===== src/rtl/uart_echo_loop_if.sv =====
// Serial line bundle between a host UART and the echo loop.
// The host drives rx and observes tx; the echo loop does the reverse.
interface uart_echo_loop_if;
    logic rx;
    logic tx;

    modport master (output rx, input tx);
    modport slave  (input rx, output tx);
endinterface


===== src/rtl/uart_echo_loop.sv =====
// 8N1 UART loopback: receives frames on rx and retransmits every correctly
// framed byte on tx, with a one-byte holding register between the two sides.
module uart_echo_loop #(
    parameter int SYSTEM_CLOCK = 32000000,
    parameter int BAUD_RATE    = 9600
) (
    input  logic            clk,
    input  logic            rst,
    uart_echo_loop_if.slave ser
);
    localparam int BIT_CYCLES  = SYSTEM_CLOCK / BAUD_RATE;
    localparam int HALF_CYCLES = BIT_CYCLES / 2;
    localparam int CNT_W       = $clog2(BIT_CYCLES);
    localparam logic [CNT_W-1:0] BIT_LAST  = CNT_W'(BIT_CYCLES - 1);
    localparam logic [CNT_W-1:0] HALF_LAST = CNT_W'(HALF_CYCLES - 1);

    typedef enum logic [2:0] {
        RX_IDLE      = 3'd0,
        RX_START     = 3'd1,
        RX_DATA      = 3'd2,
        RX_STOP      = 3'd3,
        RX_WAIT_IDLE = 3'd4
    } rx_state_t;

    typedef enum logic [1:0] {
        TX_IDLE  = 2'd0,
        TX_START = 2'd1,
        TX_DATA  = 2'd2,
        TX_STOP  = 2'd3
    } tx_state_t;

    logic             rx_meta_r;
    logic             rx_sync_r;
    rx_state_t        rx_state_r;
    rx_state_t        rx_state_next_s;
    logic [CNT_W-1:0] rx_cnt_r;
    logic [CNT_W-1:0] rx_cnt_next_s;
    logic [2:0]       rx_bits_r;
    logic [2:0]       rx_bits_next_s;
    logic [7:0]       rx_shift_r;
    logic [7:0]       rx_shift_next_s;
    logic             rx_valid_s;

    tx_state_t        tx_state_r;
    tx_state_t        tx_state_next_s;
    logic [CNT_W-1:0] tx_cnt_r;
    logic [CNT_W-1:0] tx_cnt_next_s;
    logic [2:0]       tx_bits_r;
    logic [2:0]       tx_bits_next_s;
    logic [7:0]       tx_shift_r;
    logic [7:0]       tx_shift_next_s;
    logic             tx_r;
    logic             tx_next_s;
    logic             tx_done_s;
    logic             tx_free_s;

    logic             load_s;
    logic [7:0]       load_data_s;
    logic             hold_full_r;
    logic             hold_full_next_s;
    logic [7:0]       hold_data_r;
    logic [7:0]       hold_data_next_s;

    assign ser.tx = tx_r;

    // Two-flop synchroniser for the asynchronous rx line, idle-high out of reset.
    always_ff @(posedge clk or posedge rst) begin
        if (rst) begin
            rx_meta_r <= 1'b1;
            rx_sync_r <= 1'b1;
        end else begin
            rx_meta_r <= ser.rx;
            rx_sync_r <= rx_meta_r;
        end
    end

    // Receiver state and datapath registers.
    always_ff @(posedge clk or posedge rst) begin
        if (rst) begin
            rx_state_r <= RX_IDLE;
            rx_cnt_r   <= '0;
            rx_bits_r  <= 3'd0;
            rx_shift_r <= 8'h00;
        end else begin
            rx_state_r <= rx_state_next_s;
            rx_cnt_r   <= rx_cnt_next_s;
            rx_bits_r  <= rx_bits_next_s;
            rx_shift_r <= rx_shift_next_s;
        end
    end

    // Receiver next-state: half-bit start qualification, then centre sampling.
    always_comb begin
        rx_state_next_s = rx_state_r;
        rx_cnt_next_s   = rx_cnt_r;
        rx_bits_next_s  = rx_bits_r;
        rx_shift_next_s = rx_shift_r;
        rx_valid_s      = 1'b0;
        case (rx_state_r)
            RX_IDLE: begin
                rx_cnt_next_s = '0;
                if (!rx_sync_r) begin
                    rx_state_next_s = RX_START;
                end else begin
                    rx_state_next_s = RX_IDLE;
                end
            end
            RX_START: begin
                if (rx_cnt_r == HALF_LAST) begin
                    rx_cnt_next_s  = '0;
                    rx_bits_next_s = 3'd0;
                    if (!rx_sync_r) begin
                        rx_state_next_s = RX_DATA;
                    end else begin
                        rx_state_next_s = RX_IDLE;
                    end
                end else begin
                    rx_cnt_next_s = rx_cnt_r + 1'b1;
                end
            end
            RX_DATA: begin
                if (rx_cnt_r == BIT_LAST) begin
                    rx_cnt_next_s   = '0;
                    rx_shift_next_s = {rx_sync_r, rx_shift_r[7:1]};
                    if (rx_bits_r == 3'd7) begin
                        rx_state_next_s = RX_STOP;
                    end else begin
                        rx_bits_next_s = rx_bits_r + 1'b1;
                    end
                end else begin
                    rx_cnt_next_s = rx_cnt_r + 1'b1;
                end
            end
            RX_STOP: begin
                if (rx_cnt_r == BIT_LAST) begin
                    rx_cnt_next_s = '0;
                    if (rx_sync_r) begin
                        rx_valid_s      = 1'b1;
                        rx_state_next_s = RX_IDLE;
                    end else begin
                        rx_state_next_s = RX_WAIT_IDLE;
                    end
                end else begin
                    rx_cnt_next_s = rx_cnt_r + 1'b1;
                end
            end
            RX_WAIT_IDLE: begin
                rx_cnt_next_s = '0;
                if (rx_sync_r) begin
                    rx_state_next_s = RX_IDLE;
                end else begin
                    rx_state_next_s = RX_WAIT_IDLE;
                end
            end
            default: begin
                rx_state_next_s = RX_IDLE;
                rx_cnt_next_s   = '0;
            end
        endcase
    end

    // The transmitter can accept a byte when idle or in the last stop-bit cycle,
    // so continuous input frames are retransmitted without accumulating slip.
    assign tx_done_s = (tx_state_r == TX_STOP) && (tx_cnt_r == BIT_LAST);
    assign tx_free_s = (tx_state_r == TX_IDLE) || tx_done_s;

    // Echo routing: held byte has priority, a new byte refills the holder.
    always_comb begin
        load_s           = 1'b0;
        load_data_s      = hold_data_r;
        hold_full_next_s = hold_full_r;
        hold_data_next_s = hold_data_r;
        if (tx_free_s && hold_full_r) begin
            load_s      = 1'b1;
            load_data_s = hold_data_r;
            if (rx_valid_s) begin
                hold_data_next_s = rx_shift_r;
            end else begin
                hold_full_next_s = 1'b0;
            end
        end else if (tx_free_s && rx_valid_s) begin
            load_s      = 1'b1;
            load_data_s = rx_shift_r;
        end else if (rx_valid_s && !hold_full_r) begin
            hold_data_next_s = rx_shift_r;
            hold_full_next_s = 1'b1;
        end else begin
            hold_full_next_s = hold_full_r;
        end
    end

    // Holding register.
    always_ff @(posedge clk or posedge rst) begin
        if (rst) begin
            hold_full_r <= 1'b0;
            hold_data_r <= 8'h00;
        end else begin
            hold_full_r <= hold_full_next_s;
            hold_data_r <= hold_data_next_s;
        end
    end

    // Transmitter state, datapath and registered line output.
    always_ff @(posedge clk or posedge rst) begin
        if (rst) begin
            tx_state_r <= TX_IDLE;
            tx_cnt_r   <= '0;
            tx_bits_r  <= 3'd0;
            tx_shift_r <= 8'h00;
            tx_r       <= 1'b1;
        end else begin
            tx_state_r <= tx_state_next_s;
            tx_cnt_r   <= tx_cnt_next_s;
            tx_bits_r  <= tx_bits_next_s;
            tx_shift_r <= tx_shift_next_s;
            tx_r       <= tx_next_s;
        end
    end

    // Transmitter next-state; tx_next_s is the line level for the coming cycle.
    always_comb begin
        tx_state_next_s = tx_state_r;
        tx_cnt_next_s   = tx_cnt_r;
        tx_bits_next_s  = tx_bits_r;
        tx_shift_next_s = tx_shift_r;
        tx_next_s       = tx_r;
        case (tx_state_r)
            TX_IDLE: begin
                tx_cnt_next_s = '0;
                if (load_s) begin
                    tx_state_next_s = TX_START;
                    tx_shift_next_s = load_data_s;
                    tx_next_s       = 1'b0;
                end else begin
                    tx_next_s = 1'b1;
                end
            end
            TX_START: begin
                if (tx_cnt_r == BIT_LAST) begin
                    tx_state_next_s = TX_DATA;
                    tx_cnt_next_s   = '0;
                    tx_bits_next_s  = 3'd0;
                    tx_next_s       = tx_shift_r[0];
                end else begin
                    tx_cnt_next_s = tx_cnt_r + 1'b1;
                end
            end
            TX_DATA: begin
                if (tx_cnt_r == BIT_LAST) begin
                    tx_cnt_next_s = '0;
                    if (tx_bits_r == 3'd7) begin
                        tx_state_next_s = TX_STOP;
                        tx_next_s       = 1'b1;
                    end else begin
                        tx_bits_next_s  = tx_bits_r + 1'b1;
                        tx_shift_next_s = {1'b0, tx_shift_r[7:1]};
                        tx_next_s       = tx_shift_r[1];
                    end
                end else begin
                    tx_cnt_next_s = tx_cnt_r + 1'b1;
                end
            end
            TX_STOP: begin
                if (tx_cnt_r == BIT_LAST) begin
                    tx_cnt_next_s = '0;
                    if (load_s) begin
                        tx_state_next_s = TX_START;
                        tx_shift_next_s = load_data_s;
                        tx_next_s       = 1'b0;
                    end else begin
                        tx_state_next_s = TX_IDLE;
                        tx_next_s       = 1'b1;
                    end
                end else begin
                    tx_cnt_next_s = tx_cnt_r + 1'b1;
                end
            end
            default: begin
                tx_state_next_s = TX_IDLE;
                tx_cnt_next_s   = '0;
                tx_next_s       = 1'b1;
            end
        endcase
    end
endmodule


===== src/flat_wrapper.sv =====
// flat-port wrapper written by rule: the top's interface ports become plain ports
module uart_echo_loop_flat 
#(
    parameter int SYSTEM_CLOCK = 32000000,
    parameter int BAUD_RATE    = 9600
)
  (clk, rst, ser_rx, ser_tx);
  uart_echo_loop_if ser_i ();
  input  logic clk;
  input  logic rst;
  input wire logic [$bits(ser_i.rx)-1:0] ser_rx;
  output wire logic [$bits(ser_i.tx)-1:0] ser_tx;
  assign ser_i.rx = ser_rx;
  assign ser_tx = ser_i.tx;
  uart_echo_loop #(.SYSTEM_CLOCK(SYSTEM_CLOCK), .BAUD_RATE(BAUD_RATE)) u_core (.clk(clk), .rst(rst), .ser(ser_i));
endmodule

===== config.mk =====
export PLATFORM = sky130hd
export DESIGN_NAME = uart_echo_loop_flat
export DESIGN_NICKNAME = d
export VERILOG_FILES = /design/src/rtl/uart_echo_loop_if.sv /design/src/rtl/uart_echo_loop.sv /design/src/flat_wrapper.sv
export SDC_FILE = /design/constraint.sdc
export NUM_CORES = 1
export LEC_CHECK = 0
export CORE_ASPECT_RATIO = 1.2
export CORE_MARGIN = 2
export CORE_UTILIZATION = 55
export DETAILED_ROUTE_END_ITERATION = 7
export PLACE_DENSITY = 0.71
export SLEW_MARGIN = 15
export SYNTH_ARGS = -nofsm -noshare
export SYNTH_HDL_FRONTEND = slang
export SYNTH_SLANG_ARGS = --single-unit

===== constraint.sdc =====
create_clock -name clk -period 2.5 [get_ports clk]
set_input_delay 0.625 -clock clk [delete_from_list [all_inputs] [get_ports clk]]
set_output_delay 0.625 -clock clk [all_outputs]
set_load 0.03 [all_outputs]

# Word-level counts from Yosys, hierarchy flattened

Index checks and enable logic that the tools add are counted.
W data, S select, Z words.

Add/sub/neg operators: 4
$mul: 0
Divide/modulo/power cells: 0
Magnitude comparators: 0
Equality and inequality tests: 26
Shift operators: 0
Muxes and demuxes: 54
Bitwise operators: 0
Reductions and logical operators: 23

Operators by type and width:

| operator                | number |
|---|---|
| $mux W8                 | 10 |
| $pmux W12 S2            | 2 |
| $mux W12                | 3 |
| $mux W3                 | 11 |
| $add A12 B1 Y12 const B | 2 |
| $eq A12 B12 Y1 const B  | 2 |
| $pmux W8 S3             | 1 |
| $ne A2 B1 Y1 const B    | 10 |
| $mux W1                 | 16 |
| $reduce_and A4 Y1       | 4 |
| $pmux W3 S5             | 1 |
| $eq A12 B11 Y1 const B  | 1 |
| $mux W2                 | 6 |
| $pmux W3 S2             | 2 |
| $eq A3 B3 Y1 const B    | 3 |
| $reduce_and A3 Y1       | 3 |
| $ne A2 B2 Y1 const B    | 4 |
| $pmux W2 S4             | 1 |
| $add A3 B1 Y3 const B   | 2 |
| $eq A3 B2 Y1 const B    | 2 |
| $reduce_bool A2 Y1      | 3 |
| $reduce_and A5 Y1       | 1 |
| $eq A2 B2 Y1 const B    | 2 |
| $logic_and A1 B1 Y1     | 4 |
| 11 further kinds        | 11 |

Bits in registers: 63
Latch bits: 0
Memory bits (writable): 0
Memory bits (read-only): 0
Word-level logic and storage cells: 120
Memories kept: 0

# Logic depth before layout (Yosys ltp)

Depth in word-level cells: 9
Mapped depth: 9

# Worst setup path before layout

OpenSTA, ideal clock, no wires.

Path type: register to register
Start point: register u_core.rx_cnt_r[0]
End point: register u_core.hold_data_r[0]
Library setup time: 128 ps
Arrival time: 1890 ps
Data required time: 2372 ps
Path slack: 483 ps
Cell stages (with the launch flop): 10
Buffers on the path: 2
Path through: dfrtp_1 > inv_1 > ha_1 > and4bb_1 > and4_1 > buf_2 > and2_1 > and2_1 > buf_2 > mux2_1

Word-level cells in the longest chain between the ends: 6
Elaborated cells between the ends (all ways): 9

Ends and longest elaborated chain:

| what                                                         | RTL line                                     | source |
|---|---|---|
| start, declared                                              | uart_echo_loop.sv:36                         | `logic [CNT_W-1:0] rx_cnt_r;` |
| start signal, assigned                                       | uart_echo_loop.sv:86                         | `rx_cnt_r <= rx_cnt_next_s;` |
| $eq A12 B12 Y1 *                                             | uart_echo_loop.sv:135                        | `if (rx_cnt_r == BIT_LAST) begin` |
| $mux W1 *                                                    | uart_echo_loop.sv:135                        |  |
| $mux W1 *                                                    | uart_echo_loop.sv:99                         | `case (rx_state_r)` |
| $logic_and A1 B1 Y1, on equally long branches                | uart_echo_loop.sv:181, uart_echo_loop.sv:184 |  |
| $ne A2 B1 Y1 (no line) or $reduce_bool A2 Y1 (tied branches) | --                                           |  |
| $reduce_and A3 Y1 (no line) *                                | --                                           |  |
| end signal, assigned                                         | uart_echo_loop.sv:199                        | `hold_data_r <= hold_data_next_s;` |
| end, declared                                                | uart_echo_loop.sv:61                         | `logic [7:0] hold_data_r;` |

Mark *: on every way between the ends. The rest lies on a longest branch, timed or not.
A chain may end at the register's enable or synchronous reset.

# Final worst setup path

Start point: register u_core.rx_cnt_r[0]
End point: register u_core.hold_data_r[3]

The elaborated chain is that of the path after synthesis.

==> summary.md <==
| Metric | Value |
|---|---|
| Hold buffer count at CTS | `0` |
| Vias in the first global route | `2152` |
| Post-CTS setup buffers | `0` |
| Slowest CP cell | `dfrtp_1` |
| Die span in x | `74.3 um` |
| Critical Path Source Type | `register` |
| Fmax | `between 400 and 500 MHz` |
| WL/cell | `13.4 um` |
| RSZ-0062 raised after global routing | `false` |
| CP Depth | `7` |
| Mapped Area | `3270 um2` |
| Final WS setup | `0.301 ns` |
| Syn Nets | `around 310` |
| Top FF cell, synth | `dfrtp_1` |
| Synth Instances | `around 300` |
| Fin. max-slew vios | `0` |
| Vias per inst | `5.45` |
| First-pass GRT wire length | `around 9500 um` |
| Max Buffers Root-to-Sink | `2` |
| Detailed placer's ending HPWL | `about 3800 um` |
| Syn Area/Cell | `11.0 um2` |
| Port-buffer cells | `3` |
| Placer Congestion | `between 0.8 and 0.9` |
| Io pins | `4` |
| Drt first pass iters | `4` |
| DRC Markers | `0` |
| Starting Density | `57.2%` |
| Setup TNS | `0 ns` |
| Worst setup path category | `reg2reg` |
| TritonCTS clock tree | `yes` |
| WP data arrival | `between 2 and 2.5 ns` |
| Cell Chain, Critical Path | `inv_1, ha_1, and4bb_1, and4_1, and2_1, and2_1, mux2_1` |
| Antenna diode count | `0` |
| Area grow syn2layout | `11.3%` |
| Post-synth EDFFs | `0` |
| Die area | `~6600 um2` |
| Starting DRT DRC Count | `107` |
| Layout cell share with drive strength beyond 1 | `14.7%` |
| Row cnt | `30` |
| Routed wire length | `5270 um` |
| Pleak | `around 1.7 nW` |
| Final setup violating endpoints | `0` |
| Vias | `2137` |
| Synth warn | `0` |
| H-tree depth | `3` |
| Worst-path clk slew | `0.07 ns` |
| Outcome | `complete, no violations` |
| Chip Height | `roughly 88 um` |
| Cts repair resizes | `0` |
| Clk sink count | `63` |
| Slew @ Worst Pin | `0.422 ns` |
| Final ANT Viol Nets | `0` |
| Hold WC Path Type | `reg2reg` |
| Worst slew margin | `around 72%` |
| Crit Path Max Fanout | `8` |
| Root Buffer | `clkbuf_8` |
| Number of cells after detailed placement | `376` |
| Largest net degree at the start of global routing | `between 40 and 50` |
| Crit-path most repeated cell | `and2_1` |
| Num CTS Buffers | `9` |
| GRT Total Usage | `19.1%` |
| Worst Setup End Kind | `register` |
| Reg2Reg Depth | `7` |
| IR drop worst, VDD | `0.451 mV` |
| Final Hold Vio Count | `0` |
| Count of cell types in the netlist | `50` |
| Worst Path Required | `2.72 ns` |
| Top Family by Delay on Critical Path | `simple AND/OR/NAND/NOR gates` |
| Worst skew pair latency | `about 0.34 ns` |
| Place WS | `0.295 ns` |
| Number of max-cap violations | `0` |
| Post-synth ARST share | `100%` |
| Initial antenna violation count | `0` |
| Clock skew | `0.00918 ns` |
| Worst path bufs/invs | `1` |
| Post-route insts no fill | `392` |
| Total chip power | `2.04 mW` |
| Sequential area share after synthesis | `roughly 48%` |
| Hold Path Stages | `0` |
| Fin crit period | `2.20 ns` |
| Final worst path period share | `88.0%` |
| Core Region | `5710 um2` |
| Nets | `324` |
| #FFs+latches synth | `63` |
| Crit-path max cell delay | `between 0.4 and 0.5 ns` |
| GR Overflow Total | `0` |
| Pwr per Cell Area | `561 nW/um2` |
==> kinds of logic (layout without fill, tap and decap cells) <==
logic type	after synthesis	count (layout)	synth area share (%)
buffers and inverters	30	45	3.75
flip-flops	63	63	48.4
AND/OR/NAND/NOR	103	103	19.3
XOR/XNOR	21	21	5.63
adder cells (fa/ha/maj)	15	15	5.67
AO/OA/AOI/OAI	41	41	9.16
multiplexers	24	24	8.12
==> state kept, by name, indices dropped and copies added (netlist names), 2 cells and up <==
signal	count
u_core.rx_shift_r	8
u_core.tx_bits_r	3
u_core.rx_bits_r	3
u_core.rx_cnt_r	12
u_core.rx_state_r	3
u_core.tx_state_r	2
u_core.tx_cnt_r	12
u_core.hold_data_r	8
u_core.tx_shift_r	8
==> layout by cell type (no fill, tap or decap), types with 2 or more instances in the layout <==
master	Yosys	layout
o31ai_1	3	3
clkbuf_8	0	11
o32ai_1	6	6
clkbuf_1	5	2
nor4b_4	2	2
clkdlybuf4s50_1	0	3
nand2_1	12	12
a21oi_1	11	11
mux2_2	12	12
nor2b_1	6	6
and2_1	3	3
mux2_1	8	8
and4bb_1	3	3
and4_1	3	3
inv_1	19	18
buf_4	1	6
dfrtp_1	60	60
nor3_1	2	2
and3b_1	2	2
o32a_1	2	2
a41oi_2	2	2
a2bb2oi_1	2	2
o21ai_0	3	3
a22o_1	2	2
nand2b_1	3	3
nand4_1	5	5
nand3_1	4	4
bufinv_16	0	2
xor2_1	9	9
ha_1	14	14
o22ai_1	6	6
xnor2_1	12	12
nor2_1	34	34
mux2i_1	4	4
and3_1	13	13
dfstp_2	3	3
==> where the power goes <==
part	internal [mW]	switching (mW)
logic	0.00642	0.0199
registers	1.02	0.00117
clock network	0.615	0.373
total	1.64	0.394
==> synth_stat cells (2+ instances only) <==
| cell type | count | area share, % |
|---|---|---|
| o32ai_1 | 6 | 1.6 |
| o32a_1 | 2 | 0.61 |
| o21ai_0 | 3 | 0.46 |
| mux2_1 | 8 | 2.8 |
| and3b_1 | 2 | 0.54 |
| a41oi_2 | 2 | 1.0 |
| and3_1 | 13 | 2.5 |
| a22o_1 | 2 | 0.54 |
| xor2_1 | 9 | 2.4 |
| nand2b_1 | 3 | 0.57 |
| buf_2 | 5 | 0.77 |
| a2bb2oi_1 | 2 | 0.54 |
| nand2_1 | 12 | 1.4 |
| nand3_1 | 4 | 0.61 |
| inv_1 | 19 | 2.2 |
| and2_1 | 3 | 0.57 |
| xnor2_1 | 12 | 3.2 |
| nor2b_1 | 6 | 1.1 |
| dfrtp_1 | 60 | 46 |
| o31ai_1 | 3 | 0.69 |
| ha_1 | 14 | 5.4 |
| o22ai_1 | 6 | 1.1 |
| dfstp_2 | 3 | 2.4 |
| nand4_1 | 5 | 0.96 |
| nor2_1 | 34 | 3.9 |
| clkbuf_1 | 5 | 0.57 |
| and4_1 | 3 | 0.80 |
| mux2i_1 | 4 | 1.2 |
| nor3_1 | 2 | 0.31 |
| and4bb_1 | 3 | 1.1 |
| mux2_2 | 12 | 4.1 |
| nor4b_4 | 2 | 1.5 |
| a21oi_1 | 11 | 1.7 |
==> final timing paths <==
path                                    start                     to  slack [ns]
setup / recovery           u_core.rx_cnt_r[0]  u_core.hold_data_r[3]        0.30
hold / removal               u_core.rx_meta_r       u_core.rx_sync_r        0.36
setup reg to reg           u_core.rx_cnt_r[0]  u_core.hold_data_r[3]        0.30
hold reg to reg              u_core.rx_meta_r       u_core.rx_sync_r        0.36
max in group asynchronous                 rst          u_core.ser.tx        1.27
min in group asynchronous                 rst     u_core.rx_cnt_r[9]        0.61
==> per-layer routing <==
layer,track usage [%],wire length (um)
met3,5.24,99
met5,0,0
met1,24.0,2510
met2,30.8,2570
met4,8.60,89
==> through the flow <==
step | hold slack (ns) | utilization (%) | cell area (um2)
5_1_grt | 0.359 | 63.7 | 3630
3_5_place_dp | 0.347 | 59.8 | 3410
4_1_cts | 0.357 | 63.7 | 3630
2_1_floorplan | 0.345 | - | 3270
3_3_place_gp | 0.346 | 59.8 | 3410
6_report | 0.356 | 63.7 | 3630
==> layout make-up <==
cell class                 count  area [um2]
clock buffer                  13         159
clock inverter                 3        65.1
fill                         444        2070
inverter                      19        71.3
multi-input combinational    204        1560
sequential                    63        1580
tap                           80         100
timing repair buffer          10        95.1
Note: power is estimated with default switching activity, not from simulation.
